--- config.mk ---
export PLATFORM = sky130hd
export DESIGN_NAME = pixel_luma_conv
export DESIGN_NICKNAME = d
export VERILOG_FILES = /design/src/rtl/pixel_luma_conv.sv
export SDC_FILE = /design/constraint.sdc
export NUM_CORES = 1
export LEC_CHECK = 0
export CORE_UTILIZATION = 60
export CTS_BUF_LIST = sky130_fd_sc_hd__clkbuf_8
export DETAILED_ROUTE_END_ITERATION = 16
export HOLD_SLACK_MARGIN = 0.1
export PLACE_DENSITY_LB_ADDON = 0.1
export SYNTH_ARGS = -nofsm -noshare
export SYNTH_HDL_FRONTEND = slang
export SYNTH_SLANG_ARGS = --single-unit
--- constraint.sdc ---
create_clock -name i_clk -period 6.55 [get_ports i_clk]
set_clock_uncertainty 0.15 [all_clocks]
set_input_delay 0.9825 -clock i_clk [delete_from_list [all_inputs] [get_ports i_clk]]
set_output_delay 0.9825 -clock i_clk [all_outputs]
set_load 0.05 [all_outputs]
--- src/rtl/pixel_luma_conv.sv ---
// -----------------------------------------------------------------------------
// pixel_luma_conv
// Colour-to-luma converter with per-frame programmable weights, rounding,
// saturation, output modes (grey / binary / inverted binary / inverted grey)
// and per-frame min/max luma statistics. Three-stage pipeline; syncs are
// delayed by the same three cycles so they stay aligned with the data.
//
// Ports
//   i_clk, i_rst_n           pixel clock, asynchronous active-low reset
//   i_rgbdata[23:0]          pixel: RGB565 in [15:0] (IN_FMT=0) or RGB888
//   i_de, i_hs, i_vs         input syncs; i_vs rising edge marks frame start
//   i_coef_r/g/b, i_thresh,
//   i_mode                   requested config, latched on i_vs rising edge
//   o_grey8b                 8-bit output after mode
//   o_greydata               o_grey8b replicated into RGB565
//   o_de, o_hs, o_vs         syncs delayed by three cycles
//   o_frame_min/max          pre-mode luma min/max of the previous frame
//   o_stat_valid             one-cycle pulse when o_frame_min/max update
// -----------------------------------------------------------------------------
module pixel_luma_conv #(
   parameter int unsigned IN_FMT     = 0,
   parameter int unsigned DEF_COEF_R = 77,
   parameter int unsigned DEF_COEF_G = 150,
   parameter int unsigned DEF_COEF_B = 29,
   parameter int unsigned DEF_THRESH = 128
) (
   input  logic        i_clk,
   input  logic        i_rst_n,
   input  logic [23:0] i_rgbdata,
   input  logic        i_de,
   input  logic        i_hs,
   input  logic        i_vs,
   input  logic [7:0]  i_coef_r,
   input  logic [7:0]  i_coef_g,
   input  logic [7:0]  i_coef_b,
   input  logic [7:0]  i_thresh,
   input  logic [1:0]  i_mode,
   output logic [7:0]  o_grey8b,
   output logic [15:0] o_greydata,
   output logic        o_de,
   output logic        o_hs,
   output logic        o_vs,
   output logic [7:0]  o_frame_min,
   output logic [7:0]  o_frame_max,
   output logic        o_stat_valid
);

   localparam logic [7:0] DEF_CR_C = 8'(DEF_COEF_R);
   localparam logic [7:0] DEF_CG_C = 8'(DEF_COEF_G);
   localparam logic [7:0] DEF_CB_C = 8'(DEF_COEF_B);
   localparam logic [7:0] DEF_TH_C = 8'(DEF_THRESH);

   logic        vs_q_r;
   logic        vs_rise_s;
   logic [7:0]  act_cr_r;
   logic [7:0]  act_cg_r;
   logic [7:0]  act_cb_r;
   logic [7:0]  act_thresh_r;
   logic [1:0]  act_mode_r;
   logic [7:0]  r8_s;
   logic [7:0]  g8_s;
   logic [7:0]  b8_s;
   logic [15:0] prod_r_s;
   logic [15:0] prod_g_s;
   logic [15:0] prod_b_s;
   logic [15:0] prod_r_r;
   logic [15:0] prod_g_r;
   logic [15:0] prod_b_r;
   logic [1:0]  mode_s1_r;
   logic [1:0]  mode_s2_r;
   logic [7:0]  thresh_s1_r;
   logic [7:0]  thresh_s2_r;
   logic [2:0]  sync_s1_r;   // {vs, hs, de}
   logic [2:0]  sync_s2_r;
   logic [17:0] sum_s;
   logic [9:0]  luma_raw_s;
   logic [9:0]  luma_raw_r;
   logic [7:0]  luma_s;
   logic [7:0]  mode_out_s;
   logic        out_vs_rise_s;
   logic [7:0]  run_min_r;
   logic [7:0]  run_max_r;

   assign vs_rise_s = i_vs & ~vs_q_r;

   // Frame-start detect and per-frame capture of the requested configuration.
   always_ff @(posedge i_clk or negedge i_rst_n) begin
      if (!i_rst_n) begin
         vs_q_r       <= 1'b0;
         act_cr_r     <= DEF_CR_C;
         act_cg_r     <= DEF_CG_C;
         act_cb_r     <= DEF_CB_C;
         act_thresh_r <= DEF_TH_C;
         act_mode_r   <= 2'd0;
      end else begin
         vs_q_r <= i_vs;
         if (vs_rise_s) begin
            act_cr_r     <= i_coef_r;
            act_cg_r     <= i_coef_g;
            act_cb_r     <= i_coef_b;
            act_thresh_r <= i_thresh;
            act_mode_r   <= i_mode;
         end
      end
   end

   // Channel expansion to 8 bits; RGB565 replicates MSBs so full scale maps to 255.
   always_comb begin
      r8_s = 8'd0;
      g8_s = 8'd0;
      b8_s = 8'd0;
      if (IN_FMT == 32'd1) begin
         r8_s = i_rgbdata[23:16];
         g8_s = i_rgbdata[15:8];
         b8_s = i_rgbdata[7:0];
      end else begin
         r8_s = {i_rgbdata[15:11], i_rgbdata[15:13]};
         g8_s = {i_rgbdata[10:5],  i_rgbdata[10:9]};
         b8_s = {i_rgbdata[4:0],   i_rgbdata[4:2]};
      end
   end

   assign prod_r_s = {8'd0, r8_s} * {8'd0, act_cr_r};
   assign prod_g_s = {8'd0, g8_s} * {8'd0, act_cg_r};
   assign prod_b_s = {8'd0, b8_s} * {8'd0, act_cb_r};

   // Stage 1: weighted products; mode/threshold travel with the pixel.
   always_ff @(posedge i_clk or negedge i_rst_n) begin
      if (!i_rst_n) begin
         prod_r_r    <= 16'd0;
         prod_g_r    <= 16'd0;
         prod_b_r    <= 16'd0;
         mode_s1_r   <= 2'd0;
         thresh_s1_r <= 8'd0;
         sync_s1_r   <= 3'd0;
      end else begin
         prod_r_r    <= prod_r_s;
         prod_g_r    <= prod_g_s;
         prod_b_r    <= prod_b_s;
         mode_s1_r   <= act_mode_r;
         thresh_s1_r <= act_thresh_r;
         sync_s1_r   <= {i_vs, i_hs, i_de};
      end
   end

   // Rounded sum; three 16-bit products plus 128 always fit in 18 bits.
   assign sum_s      = {2'b00, prod_r_r} + {2'b00, prod_g_r} + {2'b00, prod_b_r} + 18'd128;
   assign luma_raw_s = 10'(sum_s >> 4'd8);

   // Stage 2: unsaturated luma.
   always_ff @(posedge i_clk or negedge i_rst_n) begin
      if (!i_rst_n) begin
         luma_raw_r  <= 10'd0;
         mode_s2_r   <= 2'd0;
         thresh_s2_r <= 8'd0;
         sync_s2_r   <= 3'd0;
      end else begin
         luma_raw_r  <= luma_raw_s;
         mode_s2_r   <= mode_s1_r;
         thresh_s2_r <= thresh_s1_r;
         sync_s2_r   <= sync_s1_r;
      end
   end

   // Saturation (weights summing above 256) and output mode selection.
   always_comb begin
      luma_s     = (luma_raw_r > 10'd255) ? 8'd255 : luma_raw_r[7:0];
      mode_out_s = luma_s;
      case (mode_s2_r)
         2'd0:    mode_out_s = luma_s;
         2'd1:    mode_out_s = (luma_s >= thresh_s2_r) ? 8'd255 : 8'd0;
         2'd2:    mode_out_s = (luma_s >= thresh_s2_r) ? 8'd0 : 8'd255;
         2'd3:    mode_out_s = 8'd255 - luma_s;
         default: mode_out_s = luma_s;
      endcase
   end

   // Stage 3: registered data and sync outputs.
   always_ff @(posedge i_clk or negedge i_rst_n) begin
      if (!i_rst_n) begin
         o_grey8b <= 8'd0;
         o_de     <= 1'b0;
         o_hs     <= 1'b0;
         o_vs     <= 1'b0;
      end else begin
         o_grey8b <= mode_out_s;
         o_de     <= sync_s2_r[0];
         o_hs     <= sync_s2_r[1];
         o_vs     <= sync_s2_r[2];
      end
   end

   assign o_greydata = {o_grey8b[7:3], o_grey8b[7:2], o_grey8b[7:3]};

   // Detected one stage early so the stat pulse coincides with the o_vs rise.
   assign out_vs_rise_s = sync_s2_r[2] & ~o_vs;

   // Per-frame statistics on pre-mode luma of pixels leaving with o_de high.
   always_ff @(posedge i_clk or negedge i_rst_n) begin
      if (!i_rst_n) begin
         run_min_r    <= 8'd255;
         run_max_r    <= 8'd0;
         o_frame_min  <= 8'd0;
         o_frame_max  <= 8'd0;
         o_stat_valid <= 1'b0;
      end else if (out_vs_rise_s) begin
         o_frame_min  <= run_min_r;
         o_frame_max  <= run_max_r;
         o_stat_valid <= 1'b1;
         run_min_r    <= sync_s2_r[0] ? luma_s : 8'd255;
         run_max_r    <= sync_s2_r[0] ? luma_s : 8'd0;
      end else begin
         o_stat_valid <= 1'b0;
         if (sync_s2_r[0]) begin
            if (luma_s < run_min_r) begin
               run_min_r <= luma_s;
            end
            if (luma_s > run_max_r) begin
               run_max_r <= luma_s;
            end
         end
      end
   end

endmodule

==> flow_summary.yaml, run 1 <==
die:
  coreArea_um2: 20400
  die_w_um: 147
  start_util: 0.617
  dieArea_um2: 21600
  fp-row-count: 52
  chipHeight_um: 147
  io_pins: 107
logic_synthesis:
  synthArstFlopShare: 1.00
  synth_seq_cells: 162
  synth_area_leaders: "dfrtp_1, fa_1, ha_1"
  yosysUniqueCellTypes: 56
  syn_nets: 1528
  ys.flop_type: "dfrtp_1"
  post_synth.cell_area_avg_um2: 10.6
  synth_edf_count: 0
  synth_top_area_cell: "dfrtp_1"
  seq_area_frac_synth: 0.324
  synth_common_cells: "inv_1, ha_1, dfrtp_1, fa_1, and2_1"
  netlist_instances: 1187
  yosys_warnings: 0
  synthesis.area_um2: 12600
  yosysMostFrequentCell: "inv_1"
  synth_top_area_frac: 0.280
timing:
  rsz0062_at_grt: "no"
  worst_pin_slew_ns: 0.996
  min_period_ns: 5.46
  period_share: 0.833
  hold_violations: 0
  setup_viol_count_final: 0
  maxSlewViolCount: 0
  relSlewSlack: 0.336
  fmax_ghz: 0.183
  worst_slack_ns: 1.09
  finalSetupTns_ns: 0
cells_and_area:
  antennaDiodeCount: 0
  area_growth_pct: 12.5
  fillers: 1596
  drive_above_1_share: 0.0806
  stdcell_area_um2: 14200
  layout.nets: 1619
routing:
  drc: 0
  antenna_left: 0
  vias: 8251
  wl_mm: 23.2
  viasPerCell: 5.29
  drtIter0Drc: 380
  wire_per_inst_um: 14.9
  dr.pass1.iters: 5
clock_network:
  cts_setup_buffers: 0
  cts.clk_slew.worst_paths_ns: 0.10
  clock-sinks: 162
  clockBufferDepth: 2
  holdBufCountCts: 0
  htreeDepth: 4
  cts-root-buf: "clkbuf_8"
  cts_tree: "built"
  postCtsResizedCells: 0
  numCtsBuffers: 17
  clock_latency_ns: 0.48
global_route:
  grt.met3_usage: 0.0478
  grt_most_used_layer: "met2"
  grt_use_met2: 0.395
  grt_max_degree: 83
  gr-total-overflow: 0
  grt_pass1_vias: 8420
  use_met1: 0.317
  grt.total_usage: 0.237
  antenna_found_initial: 0
  grt_pass1_wl_mm: 40.1
flow_run:
  maxCapViolCount: 0
hold_path:
  holdCritPathClass: "flip-flop to flip-flop"
run_status:
  outcome: "finished, final reports clean"
placed_design:
  dp_slack_ns: 0.596
  hpwlAfterDp_mm: 18.7
  dpl-instance-area_um2: 13800
  place_congestion: 0.893
  port_buffers: 98
worst_setup_path:
  start_kind: "primary input"
  crit_chain: "clkdlybuf4s50_1 -> and2_1 -> inv_1 -> fa_1 -> inv_1 -> fa_1 -> fa_1 -> inv_1 -> fa_1 -> inv_1 -> ha_1 -> or2_1 -> a21oi_1 -> a21oi_2 -> a221o_1 -> and4_4 -> nor3_1"
  critical_path_buf_inv_count: 5
  critical_path_class: "primary input to flip-flop"
  crit_fanout: 8
  rrSetupSlack_ns: 1.68
  worstPathRequired_ns: 6.80
  slowest_stage: "clkdlybuf4s50_1"
  crit_path_max_incr_delay_ns: 0.62
  crit_family: "adder cells"
  end_kind: "flip-flop"
  cp.arrival_ns: 5.70
## final timing paths
check                          startpoint              to  cells after the start
max in group asynchronous         i_rst_n     act_cb_r[7]                      2
hold / removal             thresh_s1_r[2]  thresh_s2_r[2]                      0
hold reg to reg            thresh_s1_r[2]  thresh_s2_r[2]                      0
setup / recovery            i_rgbdata[15]    prod_r_r[15]                     17
setup reg to reg              act_cr_r[6]    prod_r_r[15]                     16
min in group asynchronous         i_rst_n    sync_s2_r[1]                      1
## cell families after synthesis
logic type,synth area share
AO/OA/AOI/OAI,0.0846
XOR/XNOR,0.0278
adder cells (fa/ha/maj),0.346
buffers and inverters,0.0811
flip-flops,0.324
multiplexers,0.0304
AND/OR/NAND/NOR,0.106
## worst reg2reg max path, cell delays in order (launching register included)
cell,delay [ns]
dfstp_2,0.58
and2_1,0.15
inv_1,0.06
fa_1,0.49
inv_1,0.06
fa_1,0.50
fa_1,0.55
inv_1,0.06
fa_1,0.53
inv_1,0.04
ha_1,0.35
or2_1,0.24
a21oi_1,0.17
a21oi_2,0.06
a221o_1,0.38
and4_4,0.21
nor3_1,0.18
## state kept, by name, summed over array words and instances (netlist names), 3 cells and up
signal,cells
prod_g_r,16
sync_s1_r,3
act_thresh_r,8
run_max_r,8
prod_b_r,16
act_cr_r,8
luma_raw_r,10
sync_s2_r,3
o_grey8b,8
thresh_s1_r,8
thresh_s2_r,8
o_frame_max,8
o_frame_min,8
run_min_r,8
act_cg_r,8
act_cb_r,8
prod_r_r,16
## area by class of cell
| cell class | instances | area, um^2 | share of cell area |
|---|---|---|---|
| Clock buffer | 18 | 248 | 0.0175 |
| Clock inverter | 14 | 144 | 0.0102 |
| Inverter | 226 | 848 | 0.0599 |
| Multi-Input combinational cell | 769 | 7500 | 0.529 |
| Sequential cell | 162 | 4080 | 0.288 |
| Tap cell | 270 | 338 | 0.0238 |
| Timing Repair Buffer | 102 | 1010 | 0.0714 |
## per-layer routing
| metal | vias up | part of all wire |
|---|---|---|
| met5 | - | 0 |
| met4 | 0 | 0.015 |
| met3 | 34 | 0.035 |
| met2 | 142 | 0.50 |
| met1 | 4064 | 0.45 |
| li1 | 4011 | - |
## layout by cell type (no fill, tap or decap), types with 3 or more instances in the layout
master / count
o21bai_1: 3
inv_1: 225
o41ai_2: 3
a21oi_1: 30
a211oi_1: 3
o21ai_0: 37
nand2b_1: 6
inv_6: 3
nand2_1: 87
o32ai_1: 7
a311oi_1: 9
and2_1: 89
nand4_1: 7
nor2_1: 37
clkbuf_8: 18
o2111ai_1: 3
mux2_2: 34
dfstp_2: 21
o22a_1: 7
ha_1: 160
xor2_1: 15
a31oi_1: 11
buf_4: 4
a21boi_0: 4
nand3_1: 6
nor2b_1: 7
dfrtp_1: 141
inv_8: 5
fa_1: 118
nor3_1: 10
and3_1: 3
xnor2_1: 25
o21a_1: 8
clkdlybuf4s50_1: 97
a21o_1: 10
## stage by stage
step / cells / util / hold WS, ns
after CTS: 1561 / 0.694 / 0.194
after global routing: 1561 / 0.694 / 0.208
after global placement: 1529 / 0.675 / 0.182
final: 1561 / 0.694 / 0.191
after floorplan: 1187 / - / 0.181
after detailed placement: 1529 / 0.675 / 0.185
Power of run 1 is left out: the tool's default activity adds up to more than one toggle a clock period on the data nets, which glitch-free logic cannot reach.
==> run 2, diff against run 1 <==
Settings changed: CORE_UTILIZATION 60 to 55.
Clock period 6.55 ns to 4.9 ns, I/O delays scaled along.
==> run 2 against run 1 <==
Net effect: die area is 9.0% higher; non-clock buffer count is 111 higher; worst setup slack worse by 1.0 ns; register-to-register slack worse by 1.4 ns; utilization is 2.3 points lower; count of clock-buffer cells in the layout is 1 lower; sequential share of layout area is 1.8 points lower; worst hold slack worse by 0.056 ns; first-iteration DRC count is 27% lower; flip-flop and latch count stayed put; critical path depth stayed put; via count is 5.3% higher.
==> flow_summary.yaml, run 2 (synthesis results as in run 1) <==
run_status:
  outcome: "finished, final reports clean"
global_route:
  grt.total_usage: 0.227
  grt.met3_usage: 0.0354
  grt_use_met2: 0.397
  grt_max_degree: 86
  grt_most_used_layer: "met2"
  grt_pass1_vias: 8844
  grt_pass1_wl_mm: 42.3
  gr-total-overflow: 0
  use_met1: 0.299
  antenna_found_initial: 0
placed_design:
  hpwlAfterDp_mm: 19.8
  place_congestion: 0.870
  dp_cells: 1654
  dpl-instance-area_um2: 14600
  dp_slack_ns: -0.508
  port_buffers: 98
die:
  fp-row-count: 55
  die_w_um: 153
  start_util: 0.558
  coreArea_um2: 22600
  io_pins: 107
  chipHeight_um: 153
  dieArea_um2: 23500
routing:
  drc: 0
  drtIter0Drc: 278
  dr.pass1.iters: 5
  antenna_left: 0
  wl_mm: 24.5
  viasPerCell: 5.15
  wire_per_inst_um: 14.5
  vias: 8689
worst_setup_path:
  start_kind: "primary input"
  crit_fanout: 3
  cp.arrival_ns: 5.06
  crit_path_max_incr_delay_ns: 0.54
  critical_path_class: "primary input to flip-flop"
  slowest_stage: "fa_1"
  crit_chain: "clkdlybuf4s50_1 -> and2_4 -> fa_1 -> inv_2 -> fa_1 -> inv_1 -> fa_1 -> inv_2 -> fa_1 -> inv_1 -> ha_1 -> o21a_1 -> o31a_1 -> o2111ai_2 -> nand2_2 -> o41ai_4 -> xnor2_1"
  worstPathRequired_ns: 5.15
  crit_top_cell: "fa_1"
  end_kind: "flip-flop"
  crit_family: "adder cells"
  critical_path_buf_inv_count: 5
power:
  p_per_area_nw_per_um2: 735
  peakVddDrop_v: 0.000391
  p_leak_nw: 7.75
timing:
  finalSetupTns_ns: 0
  rsz0062_at_grt: "yes"
  relSlewSlack: 0.253
  maxSlewViolCount: 0
  hold_violations: 0
  worst_pin_slew_ns: 1.12
  fmax_ghz: 0.208
  worst_slack_ns: 0.0924
  period_share: 0.981
  fin_hold_ws_ns: 0.135
  min_period_ns: 4.81
  setup_viol_count_final: 0
cells_and_area:
  fillers: 1804
  drive_above_1_share: 0.163
  final_cells: 1687
  biggestRegsByFlops: "prod_b_r: 16 flops, prod_g_r: 16 flops, prod_r_r: 16 flops"
  layout.nets: 1730
  layout_commonest_cell: "inv_1"
  stdcell_area_um2: 15100
  mostFrequentLayoutCells: "inv_1, ha_1, dfrtp_1"
  area_growth_pct: 20.1
  antennaDiodeCount: 0
clock_network:
  clock_latency_ns: 0.47
  htreeDepth: 4
  cts.clk_slew.worst_paths_ns: 0.11
  clock-sinks: 162
  cts-root-buf: "clkbuf_8"
  clockBufferDepth: 2
  cts_tree: "built"
  numCtsBuffers: 17
flow_run:
  maxCapViolCount: 0
hold_path:
  holdCritPathClass: "primary input to asynchronous set/reset pin"
-- run 2: changes by cell type in the layout (fill, tap and decap cells not counted), sizes merged --
cell	change
buf	+111
clkdlybuf4s50	-9
dlymetal6s2s	+9
inv	+2
clkbuf	-1
clkinvlp	-1
-- run 2: worst paths after layout --
| check | start | cells after the start | slack, ns | to |
|---|---|---|---|---|
| min in group i_clk | thresh_s1_r[3] | 0 | 0.19 | thresh_s2_r[3] |
| min reg2reg | thresh_s1_r[3] | 0 | 0.19 | thresh_s2_r[3] |
| min | i_rst_n | 1 | 0.14 | o_frame_min[5] |
| max in group asynchronous | i_rst_n | 2 | 3.39 | act_cr_r[6] |
| max reg2reg | act_cg_r[5] | 16 | 0.27 | prod_g_r[15] |
| max | i_rgbdata[9] | 17 | 0.09 | prod_g_r[15] |
-- run 2: area by class of cell --
class / count / area, um^2 / share of cell area
clock inverter: 15 / 145 / 0.00959
sequential: 162 / 4080 / 0.270
timing repair buffer: 213 / 1870 / 0.124
tap: 285 / 357 / 0.0236
clock buffer: 17 / 234 / 0.0155
multi-input combinational: 769 / 7600 / 0.502
inverter: 226 / 848 / 0.0561
-- run 2: repair_timing --
| action | 4_1_cts | 5_1_grt |
|---|---|---|
| hold buffers | 0 | 0 |
| pin swaps | 1 | 14 |
| setup buffers | 0 | 1 |
| resized for setup | 1 | 26 |
| endpoints found under the setup margin | 2 | 8 |
-- run 2: through the flow --
step                      power (W)   util
after floorplan             0.00774      -
after global placement      0.00980  0.648
after detailed placement     0.0100  0.648
after CTS                    0.0111  0.665
after global routing         0.0123  0.670
final                        0.0111  0.670
-- run 2: power breakdown --
| group | switching, W | internal [W] |
|---|---|---|
| Clock | 0.000583 | 0.000378 |
| Combinational | 0.00432 | 0.00369 |
| Sequential | 0.000271 | 0.00188 |
| Total | 0.00518 | 0.00595 |
-- run 2: routing by layer --
layer | wire, um | part of all wire | vias up
li1 | - | - | 4239
met1 | 11200 | 0.46 | 4307
met2 | 12500 | 0.51 | 124
met3 | 647 | 0.026 | 19
met4 | 201 | 0.0082 | 0
met5 | 0 | 0 | -
Power figures use the tool's default switching activity.
==> run 3, diff against run 2 <==
Settings changed: SLEW_MARGIN set to 30.
==> run 3 against run 2 <==
Net effect: register-to-register slack improved by 0.02 ns; non-clock buffer count did not move; sequential power barely moved; power rose by 0.89%; via count fell by 0.46%; largest power group unchanged; worst hold slack improved by 0.0093 ns; fmax fell by 0.59%; die area did not move; utilization rose by 0.30 points; routed wire length fell by 0.57%; cell count did not move; count of clock-buffer cells in the layout did not move; critical endpoint is now prod_r_r[15].
==> flow_summary.yaml, run 3 (synthesis results as in run 1) <==
global_route:
  grt_pass1_vias: 8834
  grt.total_usage: 0.224
  grt_max_degree: 86
  grt_pass1_wl_mm: 41.8
  gr-total-overflow: 0
  antenna_found_initial: 0
placed_design:
  dp_cells: 1655
  hpwlAfterDp_mm: 19.9
  place_congestion: 0.870
  port_buffers: 98
cells_and_area:
  fillers: 1755
  layout_commonest_cell: "inv_1"
  drive_above_1_share: 0.164
  final_cells: 1687
  antennaDiodeCount: 0
  mostFrequentLayoutCells: "inv_1, ha_1, dfrtp_1"
  layout.nets: 1730
  area_growth_pct: 20.7
  biggestRegsByFlops: "prod_b_r: 16 flops, prod_g_r: 16 flops, prod_r_r: 16 flops"
worst_setup_path:
  cp-startpoint: "i_rgbdata[14]"
  critical_path_class: "primary input to flip-flop"
  start_kind: "primary input"
  worstReg2RegStart: "act_cr_r[3]"
  crit_fanout: 3
  cp.arrival_ns: 5.07
  crit_chain: "clkdlybuf4s50_1 -> and2_1 -> inv_1 -> fa_1 -> inv_1 -> fa_1 -> fa_1 -> inv_1 -> fa_1 -> inv_1 -> ha_1 -> or2_1 -> a21oi_2 -> a21oi_2 -> a221o_1 -> and4_4 -> nor3_2"
  end_kind: "flip-flop"
  worstPathRequired_ns: 5.13
  critical_path_buf_inv_count: 5
  slowest_stage: "fa_1"
  crit_family: "adder cells"
  crit_path_max_incr_delay_ns: 0.53
flow_run:
  maxCapViolCount: 0
clock_network:
  numCtsBuffers: 17
  htreeDepth: 4
  cts-root-buf: "clkbuf_8"
  clock-sinks: 162
  cts_setup_buffers: 0
  holdBufCountCts: 0
  clockBufferDepth: 2
  clock_latency_ns: 0.47
  cts.clk_slew.worst_paths_ns: 0.11
  cts_tree: "built"
routing:
  antenna_left: 0
  viasPerCell: 5.13
  wire_per_inst_um: 14.4
  drtIter0Drc: 238
  drc: 0
  wl_mm: 24.4
  dr.pass1.iters: 5
  vias: 8649
power:
  p_per_area_nw_per_um2: 738
  peakVddDrop_v: 0.000397
  p_leak_nw: 7.74
die:
  die_w_um: 153
  start_util: 0.558
  coreArea_um2: 22600
  io_pins: 107
  dieArea_um2: 23500
  fp-row-count: 55
  chipHeight_um: 153
timing:
  worst_pin_slew_ns: 0.806
  relSlewSlack: 0.456
  fmax_ghz: 0.207
  maxSlewViolCount: 0
  setup_viol_count_final: 0
  rsz0062_at_grt: "yes"
  finalSetupTns_ns: 0
  hold_violations: 0
  period_share: 0.987
  min_period_ns: 4.84
run_status:
  outcome: "finished, final reports clean"
hold_path:
  holdCritPathClass: "primary input to asynchronous set/reset pin"
-- run 3: through the flow --
step	power [W]	setup slack (ns)	instance area [um^2]	utilization	hold WS (ns)
after floorplan	0.00774	0.0534	12600	-	0.181
after global placement	0.00980	-0.476	14600	0.648	0.182
after global routing	0.0124	-0.0583	15200	0.673	0.188
final	0.0112	0.0641	15200	0.673	0.145
after CTS	0.0111	0.0128	15100	0.667	0.163
after detailed placement	0.0100	-0.503	14700	0.649	0.186
-- run 3: power by group --
| group | leakage (nW) | internal [W] | switching (W) |
|---|---|---|---|
| clock | 0.208 | 0.000430 | 0.000575 |
| combinational | 5.63 | 0.00373 | 0.00433 |
| sequential | 1.90 | 0.00188 | 0.000272 |
-- run 3: per-layer routing --
layer  track usage  vias to the layer above  wire length [um]
li1              -                     4240                 -
met1         0.296                     4288             11100
met2         0.394                      110             12500
met3        0.0354                       11               616
met4        0.0400                        0               154
met5             0                        -                 0
-- run 3: repair_timing --
| item | in CTS | in global routing |
|---|---|---|
| endpoints found under the setup margin | 1 | 8 |
| gates resized for setup | 0 | 25 |
| pin swaps | 1 | 12 |
-- run 3: path summary, 6_finish.rpt --
check	endpoint	slack, ns	cells after the start
max reg2reg	prod_r_r[15]	0.29	15
min reg2reg	thresh_s2_r[1]	0.19	0
max in group asynchronous	run_min_r[0]	3.40	2
min in group i_clk	thresh_s2_r[1]	0.19	0
min	o_frame_min[5]	0.14	1
max	prod_r_r[15]	0.06	17
-- run 3: layout make-up --
type                            count  area [um^2]  area share
Clock buffer                       17          234      0.0154
Clock inverter                     15          170      0.0112
Inverter                          226          848      0.0558
Multi-Input combinational cell    769         7630       0.502
Sequential cell                   162         4080       0.268
Tap cell                          285          357      0.0235
Timing Repair Buffer              213         1880       0.124
